$ cat src/rtl/fetch_pkg.sv
// Shared definitions for the instruction-fetch block: data widths, the PC
// increment, the fetch FSM state encoding and a word-alignment helper.
package fetch_pkg;

  localparam int INSTR_W = 32;
  localparam int ADDR_W  = 32;

  localparam logic [ADDR_W-1:0] PC_STEP = 32'd4;

  typedef enum logic [1:0] {
    ST_FETCH = 2'd0,
    ST_VALID = 2'd1,
    ST_HALT  = 2'd2
  } fetch_state_e;

  // Branch targets are byte addresses; instructions live on word boundaries.
  function automatic logic [ADDR_W-1:0] word_align(input logic [ADDR_W-1:0] addr);
    return {addr[ADDR_W-1:2], 2'b00};
  endfunction

endpackage

$ cat src/rtl/fetch_wait_cnt.sv
// Clear/enable wait counter with a terminal-count flag at TERM-1.
// Used to time the instruction-memory read latency; written generically so
// the data-memory path can reuse it.
module fetch_wait_cnt #(
  parameter int TERM = 2
) (
  input  logic clk,
  input  logic rst_n,
  input  logic clr,
  input  logic en,
  output logic tc
);

  localparam int CW = (TERM < 2) ? 1 : $clog2(TERM + 1);

  logic [CW-1:0] cnt;

  // Clear wins over enable so a restart always begins a full wait period.
  always_ff @(posedge clk or negedge rst_n) begin
    if (!rst_n) begin
      cnt <= '0;
    end else if (clr) begin
      cnt <= '0;
    end else if (en) begin
      cnt <= cnt + CW'(1);
    end
  end

  assign tc = (cnt == CW'(TERM - 1));

endmodule

$ cat src/rtl/fetch_ctrl.sv
// Instruction-fetch sequencer: addresses instruction memory with the PC,
// waits RD_WAIT cycles for the read, then offers the captured word to decode
// over a valid/ready handshake. Branch redirects override everything; fetch
// halts once the PC leaves [0, MEM_SIZE).
// Optional build macro: FETCH_TRACE_EN enables simulation trace messages.
module fetch_ctrl
  import fetch_pkg::*;
#(
  parameter int RD_WAIT  = 2,
  parameter int MEM_SIZE = 40,
  parameter int RESET_PC = 0
) (
  input  logic               clk,
  input  logic               rst_n,
  output logic [ADDR_W-1:0]  imem_addr,
  input  logic [INSTR_W-1:0] imem_instr,
  output logic               instr_valid,
  input  logic               instr_ready,
  output logic [INSTR_W-1:0] instr_out,
  output logic [ADDR_W-1:0]  instr_pc,
  input  logic               redirect_valid,
  input  logic [ADDR_W-1:0]  redirect_target,
  output logic               halted
);

  localparam logic [1:0] S_FETCH = ST_FETCH;
  localparam logic [1:0] S_VALID = ST_VALID;
  localparam logic [1:0] S_HALT  = ST_HALT;

  localparam logic [ADDR_W-1:0] MEM_LIMIT  = ADDR_W'(MEM_SIZE);
  localparam logic [ADDR_W-1:0] PC_AT_RST  = ADDR_W'(RESET_PC);

  logic [1:0]        state;
  logic [1:0]        next_state;
  logic [ADDR_W-1:0] pc;
  logic [ADDR_W-1:0] next_pc;
  logic [ADDR_W-1:0] seq_pc;
  logic              wait_clr;
  logic              wait_en;
  logic              wait_tc;
  logic              capture;
  logic              transfer;

  assign transfer = (state == S_VALID) && instr_ready;
  assign seq_pc   = pc + PC_STEP;
  assign wait_en  = (state == S_FETCH);

  fetch_wait_cnt #(
    .TERM (RD_WAIT)
  ) u_wait_cnt (
    .clk   (clk),
    .rst_n (rst_n),
    .clr   (wait_clr),
    .en    (wait_en),
    .tc    (wait_tc)
  );

  // Next-state/PC selection; a redirect pre-empts fetch, hold and halt alike,
  // and also discards any read that was still settling.
  always_comb begin
    next_state = state;
    next_pc    = pc;
    wait_clr   = 1'b0;
    capture    = 1'b0;
    if (redirect_valid) begin
      next_pc    = word_align(redirect_target);
      wait_clr   = 1'b1;
      next_state = (redirect_target >= MEM_LIMIT) ? S_HALT : S_FETCH;
    end else begin
      case (state)
        S_FETCH: begin
          if (wait_tc) begin
            capture    = 1'b1;
            next_state = S_VALID;
          end
        end
        S_VALID: begin
          if (instr_ready) begin
            next_pc    = seq_pc;
            wait_clr   = 1'b1;
            next_state = (seq_pc >= MEM_LIMIT) ? S_HALT : S_FETCH;
          end
        end
        S_HALT: begin
          next_state = S_HALT;
        end
        default: begin
          next_state = S_HALT;
        end
      endcase
    end
  end

  // Control state and PC; the PC register doubles as the memory address.
  always_ff @(posedge clk or negedge rst_n) begin
    if (!rst_n) begin
      state <= S_FETCH;
      pc    <= PC_AT_RST;
    end else begin
      state <= next_state;
      pc    <= next_pc;
    end
  end

  // Instruction holding register, loaded only when a read completes.
  always_ff @(posedge clk or negedge rst_n) begin
    if (!rst_n) begin
      instr_out <= '0;
      instr_pc  <= '0;
    end else if (capture) begin
      instr_out <= imem_instr;
      instr_pc  <= pc;
    end
  end

  assign imem_addr   = pc;
  assign instr_valid = (state == S_VALID);
  assign halted      = (state == S_HALT);

`ifdef FETCH_TRACE_EN
  // Simulation-only trace of deliveries, redirects and halt entry.
  always @(posedge clk) begin
    if (rst_n) begin
      if (transfer)
        $display("[fetch] t=%0t deliver pc=%08h instr=%08h", $time, instr_pc, instr_out);
      if (redirect_valid)
        $display("[fetch] t=%0t redirect pc %08h -> %08h", $time, pc, word_align(redirect_target));
      if ((next_state == S_HALT) && (state != S_HALT))
        $display("[fetch] t=%0t entering halt", $time);
    end
  end
`endif

endmodule

$ cat config.mk
export PLATFORM = sky130hd
export DESIGN_NAME = fetch_ctrl
export DESIGN_NICKNAME = d
export VERILOG_FILES = /design/src/rtl/fetch_pkg.sv /design/src/rtl/fetch_wait_cnt.sv /design/src/rtl/fetch_ctrl.sv
export SDC_FILE = /design/constraint.sdc
export NUM_CORES = 1
export LEC_CHECK = 0
export ABC_CLOCK_PERIOD_IN_PS = 3100
export CAP_MARGIN = 20
export CORE_UTILIZATION = 46
export CTS_CLUSTER_SIZE = 20
export DETAILED_ROUTE_END_ITERATION = 6
export GPL_TIMING_DRIVEN = 1
export HOLD_SLACK_MARGIN = 0.06
export PLACE_DENSITY = 0.86
export SYNTH_ARGS = -nofsm -noshare
export SYNTH_HDL_FRONTEND = slang
export SYNTH_SLANG_ARGS = --single-unit
$ cat constraint.sdc
create_clock -name clk -period 3.1 [get_ports clk]
set_clock_uncertainty 0.15 [all_clocks]
set_input_delay 0.62 -clock clk [delete_from_list [all_inputs] [get_ports clk]]
set_output_delay 0.62 -clock clk [all_outputs]
set_load 0.01 [all_outputs]
After elaboration in Yosys (flattened, before gate mapping)
Index checks and enable logic that the tools add are counted.
Widths: inputs -> output; s select.
{"block": "classes", "addsub": 2, "magnitude_cmp": 2, "n_eq_ne": 5, "mux": 17, "n_reduce_logical": 6}
{"op": "$mux 32", "count": 3}
{"op": "$ge 32x6->1 const B", "count": 2}
{"op": "$add 32x3->32 const B", "count": 1}
{"op": "$mux 2", "count": 7}
{"op": "$mux 1", "count": 6}
{"op": "$reduce_bool 2->1", "count": 3}
{"op": "$eq 2x1->1 const B", "count": 2}
{"op": "$pmux 2 s2", "count": 1}
{"op": "$reduce_and 2->1", "count": 2}
{"op": "$ne 3x1->1 const B", "count": 1}
{"op": "$ne 3x3->1 const B", "count": 1}
{"op": "$add 2x1->2 const B", "count": 1}
{"op": "$eq 2x2->1 const B", "count": 1}
{"op": "$logic_not 2->1", "count": 1}
{"block": "totals", "reg_bits": 100, "out_inout_bits": 98, "wordCells": 37}

Depth between registers and ports, before layout
Gate-level depths: netlist of the first run.
{"block": "depth", "word_depth": 6, "depth_mapped": 8}

Modules after synthesis
From an unflattened synthesis of the first run, not the netlist that was laid out.
{"block": "unflattened", "cells_unflattened": 457, "hier_area_um2": 4901.0}
{"module": "fetch_ctrl", "instances": 1, "cells_each": 449, "area_per_inst_um2": 4810.9, "seq_area_each_um2": 2352.3}
{"module": "fetch_wait_cnt", "instances": 1, "cells_each": 8, "area_per_inst_um2": 90.1, "seq_area_each_um2": 50.0}

Worst setup path before layout of the first run
OpenSTA, ideal clock, no wires.
{"block": "synth_path", "path_type": "flip-flop to flip-flop", "start": "register pc[2], in the netlist imem_addr[2]", "end": "register state[1]", "setup_time_ns": 0.144, "arrival_ns": 2.089, "path_slack_ns": 0.717, "stages_incl_launch_ff": 8, "path_buffers": 0, "period_less_slack_ns": 2.383, "path_cell_list": "dfrtp_1 ha_1 and4_2 nand3_4 or4b_1 o211a_1 nor4_2 a41oi_1"}
{"block": "synth_via", "elab_chain_cells": 6}
{"element": "start, declared", "line_no": "fetch_ctrl.sv:35", "rtl": "logic [ADDR_W-1:0] pc;"}
{"element": "start signal, assigned", "line_no": "fetch_ctrl.sv:101", "rtl": "pc <= next_pc;"}
{"element": "$add 32x3->32", "line_no": "fetch_ctrl.sv:45", "rtl": "assign seq_pc = pc + PC_STEP;"}
{"element": "$ge 32x6->1", "line_no": "fetch_ctrl.sv:81", "rtl": "next_state = (seq_pc >= MEM_LIMIT) ? S_HALT : S_FETCH;"}
{"element": "$mux 2", "line_no": "fetch_ctrl.sv:81"}
{"element": "$mux 2", "line_no": "fetch_ctrl.sv:78", "rtl": "if (instr_ready) begin"}
{"element": "$pmux 2 s2", "line_no": "fetch_ctrl.sv:70", "rtl": "case (state)"}
{"element": "$mux 2", "line_no": "fetch_ctrl.sv:65", "rtl": "if (redirect_valid) begin"}
{"element": "end signal, assigned", "line_no": "fetch_ctrl.sv:100", "rtl": "state <= next_state;"}
{"element": "end, declared", "line_no": "fetch_ctrl.sv:33", "rtl": "logic [1:0] state;"}
No other way between the ends. The select of a mux whose other input is x is not followed.
A chain may end at the register's enable or synchronous reset.

Final worst setup path of the first run
Ends and elaborated chain as after synthesis.

==> impl_metrics.env, run 1 <==
export IMPL_cts_sinks=96
export IMPL_routedWlPerCell_um=17.1
export IMPL_hold_buffers=1
export IMPL_status="completed"
export IMPL_p_leak_nw=2.84
export IMPL_regToRegSetupSlack_ps=450
export IMPL_post_cts_setup_buffers=0
export IMPL_ff2ff_path_depth=7
export IMPL_final_min_clock_period_ps=2650
export IMPL_syn_instance_count=460
export IMPL_clockBufferDepth=2
export IMPL_die_area_um2=11200
export IMPL_drtIter0Drc=221
export IMPL_core_region_area_um2=10400
export IMPL_final_common_cell="clkdlybuf4s50_1"
export IMPL_min_to="instr_pc[23]$_DFFE_PN0P_"
export IMPL_grt_max_degree=44
export IMPL_netlist_area_um2=4960
export IMPL_ys_seq_area_frac=0.484
export IMPL_grt_overflow=0
export IMPL_holdWs_ps=363
export IMPL_max_freq_mhz=377
export IMPL_antenna_found_initial=0
export IMPL_clk_latency_ps=360
export IMPL_h_tree_depth=3
export IMPL_fin_nets=674
export IMPL_hold_path_class="reg -> reg"
export IMPL_cp_max_fo=9
export IMPL_critical_path_required_ps=3180
export IMPL_tns_ps=0
export IMPL_place_congestion=0.912
export IMPL_r2r_end="state[1]$_DFFE_PN0P_"
export IMPL_grt_use_total=0.236
export IMPL_hold_path_depth=1
export IMPL_numCtsBuffers=9
export IMPL_drive_gt1_frac=0.179
export IMPL_drv_cap=0
export IMPL_cp_arrival_ps=2730
export IMPL_num_antenna_cells=0
export IMPL_finalSetupViolations=0
export IMPL_rows=37
export IMPL_synth_edf_count=0
export IMPL_max_slew_worst_pin_slew_ps=543
export IMPL_layout_cells_most_common_list="clkdlybuf4s50_1 (157), dfrtp_1 (96), mux2_2 (63)"
export IMPL_drv_slew=0
export IMPL_p_per_area_nw_per_um2=380
export IMPL_area_growth_syn_to_layout_pct=36.7
export IMPL_fin_crit_sh=0.856
export IMPL_yosys_warnings=0
export IMPL_ys_seq_elements=96
export IMPL_vias=4126
export IMPL_regToRegStartpoint="imem_addr[2]$_DFFE_PN0P_"
export IMPL_grt_pass1_vias=4073
export IMPL_utilization=0.654
export IMPL_drcViolationCount=0
export IMPL_fp_dieW_um=106
export IMPL_tritoncts="built"
export IMPL_io_buffers=159
export IMPL_cts_clk_slew_worst_paths_ps=100
export IMPL_cts_resized=0
export IMPL_hold_start="instr_pc[23]$_DFFE_PN0P_"
export IMPL_synth_top_flop_cell="dfrtp_1"
export IMPL_rsz0062_at_grt="no"
export IMPL_slew_headroom=0.638
export IMPL_avgViaCountPerCell=5.55
export IMPL_peakVddDrop_mv=0.257
export IMPL_dp_hpwl_mm=9.36
export IMPL_synth_cell_type_count=61
export IMPL_start_kind="flop"
export IMPL_routed_wl_mm=12.7
export IMPL_cts_root_buf="clkbuf_8"
export IMPL_io_pins=166
export IMPL_endpoint_kind="flop"
export IMPL_die_h_um=106
export IMPL_final_hold_viol_count=0
export IMPL_start_util=0.479
export IMPL_path_class="reg -> reg"
export IMPL_dr_pass1_iters=5
export IMPL_synth_async_sr_flop_share=1.00
export IMPL_postSynthAreaPerCell_um2=10.8
export IMPL_grt_pass1_wl_mm=20.9
export IMPL_drtAntennaViolNets=0
==> critical path, cell delays in order, from the launching register on <==
cell,delay (ps)
dfrtp_1,540
ha_1,340
nand4_2,270
nor4_4,510
and3_1,210
a21oi_1,60
o32ai_1,280
a41oi_1,160
==> synth_stat cells, drive strengths merged, types with 2 or more instances <==
cell	number	area, um2
dfrtp	96	2400
buf	15	91.3
a311oi	3	26.3
nand3	17	103
inv	6	22.5
o21ai	34	170
nand4	18	119
mux2	63	709
a211oi	3	22.5
a21o	2	15.0
nor4b	2	17.5
a2111oi	2	17.5
a21oi	8	40.0
nand2	49	186
and2	2	15.0
and3b	2	17.5
xor2	18	158
nor3	13	81.3
or2	2	12.5
ha	3	37.5
nor2	21	81.3
and4	5	48.8
or3	3	18.8
clkbuf	23	123
and3	5	31.3
nor4	10	98.8
xnor2	18	158
==> cell type report <==
class	count	area, um2
Timing Repair Buffer	167	1660
Clock inverter	5	38.8
Fill cell	820	3580
Sequential cell	96	2400
Tap cell	136	170
Inverter	6	22.5
Multi-Input combinational cell	323	2340
Clock buffer	11	151
==> metrics by stage <==
stage / setup WS, ps / std cells / area [um2] / power, W
after floorplan: 717 / 463 / 4970 / 0.00157
after global placement: 469 / 727 / 6590 / 0.00180
after detailed placement: 454 / 727 / 6590 / 0.00181
after CTS: 453 / 744 / 6790 / 0.00259
after global routing: 263 / 744 / 6790 / 0.00269
final: 448 / 744 / 6790 / 0.00258
==> registers in the layout, summed over array words and instances, names as in the netlist <==
name / flops
u_wait_cnt.cnt: 2
imem_addr: 30
instr_pc: 30
instr_out: 32
state: 2
==> how the worst max path moves through the flow <==
stage	startpoint	slack, ps	endpoint	cells past startpoint
detailed placement	instr_ready	450	imem_addr[23]$_DFFE_PN0P_	6
floorplan	imem_addr[2]$_DFFE_PN0P_	720	state[1]$_DFFE_PN0P_	7
finish	imem_addr[2]$_DFFE_PN0P_	450	state[1]$_DFFE_PN0P_	7
global placement	instr_ready	470	imem_addr[23]$_DFFE_PN0P_	6
global route	imem_addr[3]$_DFFE_PN0P_	260	state[1]$_DFFE_PN0P_	7
CTS	imem_addr[2]$_DFFE_PN0P_	450	state[1]$_DFFE_PN0P_	7
==> where the power goes <==
group	switching, W	total (W)	internal (W)
Combinational	0.000165	0.000392	0.000227
Sequential	0.000102	0.00140	0.00130
Clock	0.000450	0.000788	0.000338
==> layer usage <==
layer,part of all wire,GRT usage
met1,0.41,0.313
met2,0.49,0.383
met3,0.088,0.0625
met4,0.013,0.0635
met5,0,0
==> cell families (layout without fill, tap and decap cells) <==
| logic type | count (synthesis) | count (layout) | synth area share |
|---|---|---|---|
| other | 1 | 4 | 0.000756 |
| and+or+nand+nor | 156 | 156 | 0.180 |
| AOI/OAI and AO/OA | 61 | 61 | 0.0739 |
| buffers and inverters | 44 | 189 | 0.0476 |
| adders and majority gates | 3 | 3 | 0.00756 |
| DFF | 96 | 96 | 0.484 |
| muxes | 63 | 63 | 0.143 |
| xor gates and xnor gates | 36 | 36 | 0.0635 |
Note: power is estimated with default switching activity, not from simulation.
==> run 2, diff against run 1 <==
SETUP_SLACK_MARGIN = 0.2   (was default)
==> results of run 2 <==
No change in the layout: final DEF, timing and power equal those of run 1.
==> run 3, diff against run 2 <==
CORE_ASPECT_RATIO = 1.4   (was default)
PLACE_DENSITY = 0.79   (was 0.86)
==> impl_metrics.env, run 3 (synthesis gave the netlist of run 1 again) <==
export IMPL_grt_use_total=0.230
export IMPL_final_common_cell="clkdlybuf4s50_1"
export IMPL_numCtsBuffers=9
export IMPL_dr_pass1_iters=4
export IMPL_wl_met1_mm=4.78
export IMPL_largest_register="instr_out"
export IMPL_dp_hpwl_mm=9.05
export IMPL_peakVddDrop_mv=0.270
export IMPL_largest_reg_flops=32
export IMPL_grt_pass1_wl_mm=20.4
export IMPL_cp_max_fo=9
export IMPL_route_met2_wl_mm=6.20
export IMPL_grt_max_degree=56
export IMPL_drv_cap=0
export IMPL_final_cells=742
export IMPL_core_region_area_um2=10500
export IMPL_start_kind="flop"
export IMPL_vias=4020
export IMPL_io_pins=166
export IMPL_final_min_clock_period_ps=2650
export IMPL_power_w=0.00296
export IMPL_antenna_found_initial=0
export IMPL_path_class="reg -> reg"
export IMPL_num_antenna_cells=0
export IMPL_cpPeakStageDelay_ps=520
export IMPL_area_growth_syn_to_layout_pct=38.8
export IMPL_start_util=0.475
export IMPL_cts_root_buf="clkbuf_16"
export IMPL_wl_met3_um=812
export IMPL_rows=44
export IMPL_critical_path_required_ps=3150
export IMPL_final_hold_viol_count=0
export IMPL_h_tree_depth=3
export IMPL_cts_resized=0
export IMPL_cp_slowest_cell="dfrtp_1"
export IMPL_cts_clk_slew_worst_paths_ps=70
export IMPL_hold_buffers=0
export IMPL_endpoint_kind="flop"
export IMPL_fin_crit_sh=0.855
export IMPL_tns_ps=0
export IMPL_drive_gt1_frac=0.175
export IMPL_drcViolationCount=0
export IMPL_p_per_area_nw_per_um2=430
export IMPL_avgViaCountPerCell=5.42
export IMPL_path_cells="ha_1, nand4_2, nor4_4, and3_1, a21oi_1, o32ai_1, a41oi_1"
export IMPL_io_buffers=159
export IMPL_die_area_um2=11200
export IMPL_finalSetupViolations=0
export IMPL_drv_slew=0
export IMPL_hold_path_class="in -> async"
export IMPL_holdWs_ps=163
export IMPL_slew_headroom=0.529
export IMPL_max_slew_worst_pin_slew_ps=707
export IMPL_die_h_um=125
export IMPL_n_fill_cell=827
export IMPL_top_layer_used="met4"
export IMPL_dp_cells=728
export IMPL_rsz0062_at_grt="no"
export IMPL_grt_pass1_vias=4118
export IMPL_p_leak_nw=2.90
export IMPL_cp_arrival_ps=2700
export IMPL_routedWlPerCell_um=16.5
export IMPL_fin_nets=672
export IMPL_drtIter0Drc=170
export IMPL_status="completed"
export IMPL_fp_dieW_um=89.8
export IMPL_max_freq_mhz=377
export IMPL_clockBufferDepth=2
export IMPL_grt_overflow=0
export IMPL_drtAntennaViolNets=0
export IMPL_clk_latency_ps=350
export IMPL_tritoncts="built"
export IMPL_routed_wl_mm=12.2
export IMPL_post_cts_setup_buffers=0
export IMPL_place_congestion=0.904
export IMPL_cts_sinks=96
export IMPL_layout_cells_most_common_list="clkdlybuf4s50_1 (157), dfrtp_1 (96), mux2_2 (63)"
## run 3: changes by cell type in the layout (fill, tap and decap cells not counted)
cell | previous run | this run
clkinvlp_4 | 4 | 0
inv_6 | 1 | 0
bufinv_16 | 0 | 2
clkbuf_16 | 0 | 9
dlygate4sd3_1 | 1 | 0
clkinv_2 | 0 | 2
buf_4 | 7 | 6
clkbuf_8 | 11 | 1
## run 3: final cells by class
type / instances / area (um2) / area share
Sequential cell: 96 / 2400 / 0.349
Tap cell: 138 / 173 / 0.0251
Timing Repair Buffer: 165 / 1640 / 0.238
Clock buffer: 10 / 239 / 0.0347
Inverter: 6 / 22.5 / 0.00327
Multi-Input combinational cell: 323 / 2340 / 0.340
Clock inverter: 4 / 70.1 / 0.0102
## run 3: worst paths after layout
path,from,endpoint,slack [ps],cells past startpoint
max in group asynchronous,rst_n,u_wait_cnt.cnt[1]$_DFFE_PN0P_,1960,2
min,rst_n,instr_pc[11]$_DFFE_PN0P_,160,1
min reg2reg,instr_out[21]$_DFFE_PN0P_,instr_out[21]$_DFFE_PN0P_,360,1
min in group clk,instr_out[21]$_DFFE_PN0P_,instr_out[21]$_DFFE_PN0P_,360,1
max reg2reg,imem_addr[2]$_DFFE_PN0P_,state[1]$_DFFE_PN0P_,450,7
max,imem_addr[2]$_DFFE_PN0P_,state[1]$_DFFE_PN0P_,450,7
## run 3: power breakdown
part           internal, W  switching, W
registers          0.00130     0.0000988
logic             0.000227      0.000162
clock network     0.000717      0.000456
total              0.00224      0.000718
## run 3: worst max-delay path, delay by kind of cell (launching register included)
kind,cells,cell delay (ps)
simple gates,3,980
flops,1,520
compound gates,3,500
fa+ha+maj,1,350
## run 3: routing by layer
metal / track usage / vias to the layer above
li1: - / 1908
met1: 0.266 / 1937
met2: 0.388 / 146
met3: 0.0617 / 29
met4: 0.125 / 0
met5: 0 / -
## run 3: per-stage QoR
step           setup slack [ps]   util  instance area, um2
5_1_grt                     211  0.659                6890
6_report                    449  0.659                6890
4_1_cts                     455  0.659                6890
2_1_floorplan               717      -                4970
3_5_place_dp                468  0.629                6580
3_3_place_gp                487  0.629                6580
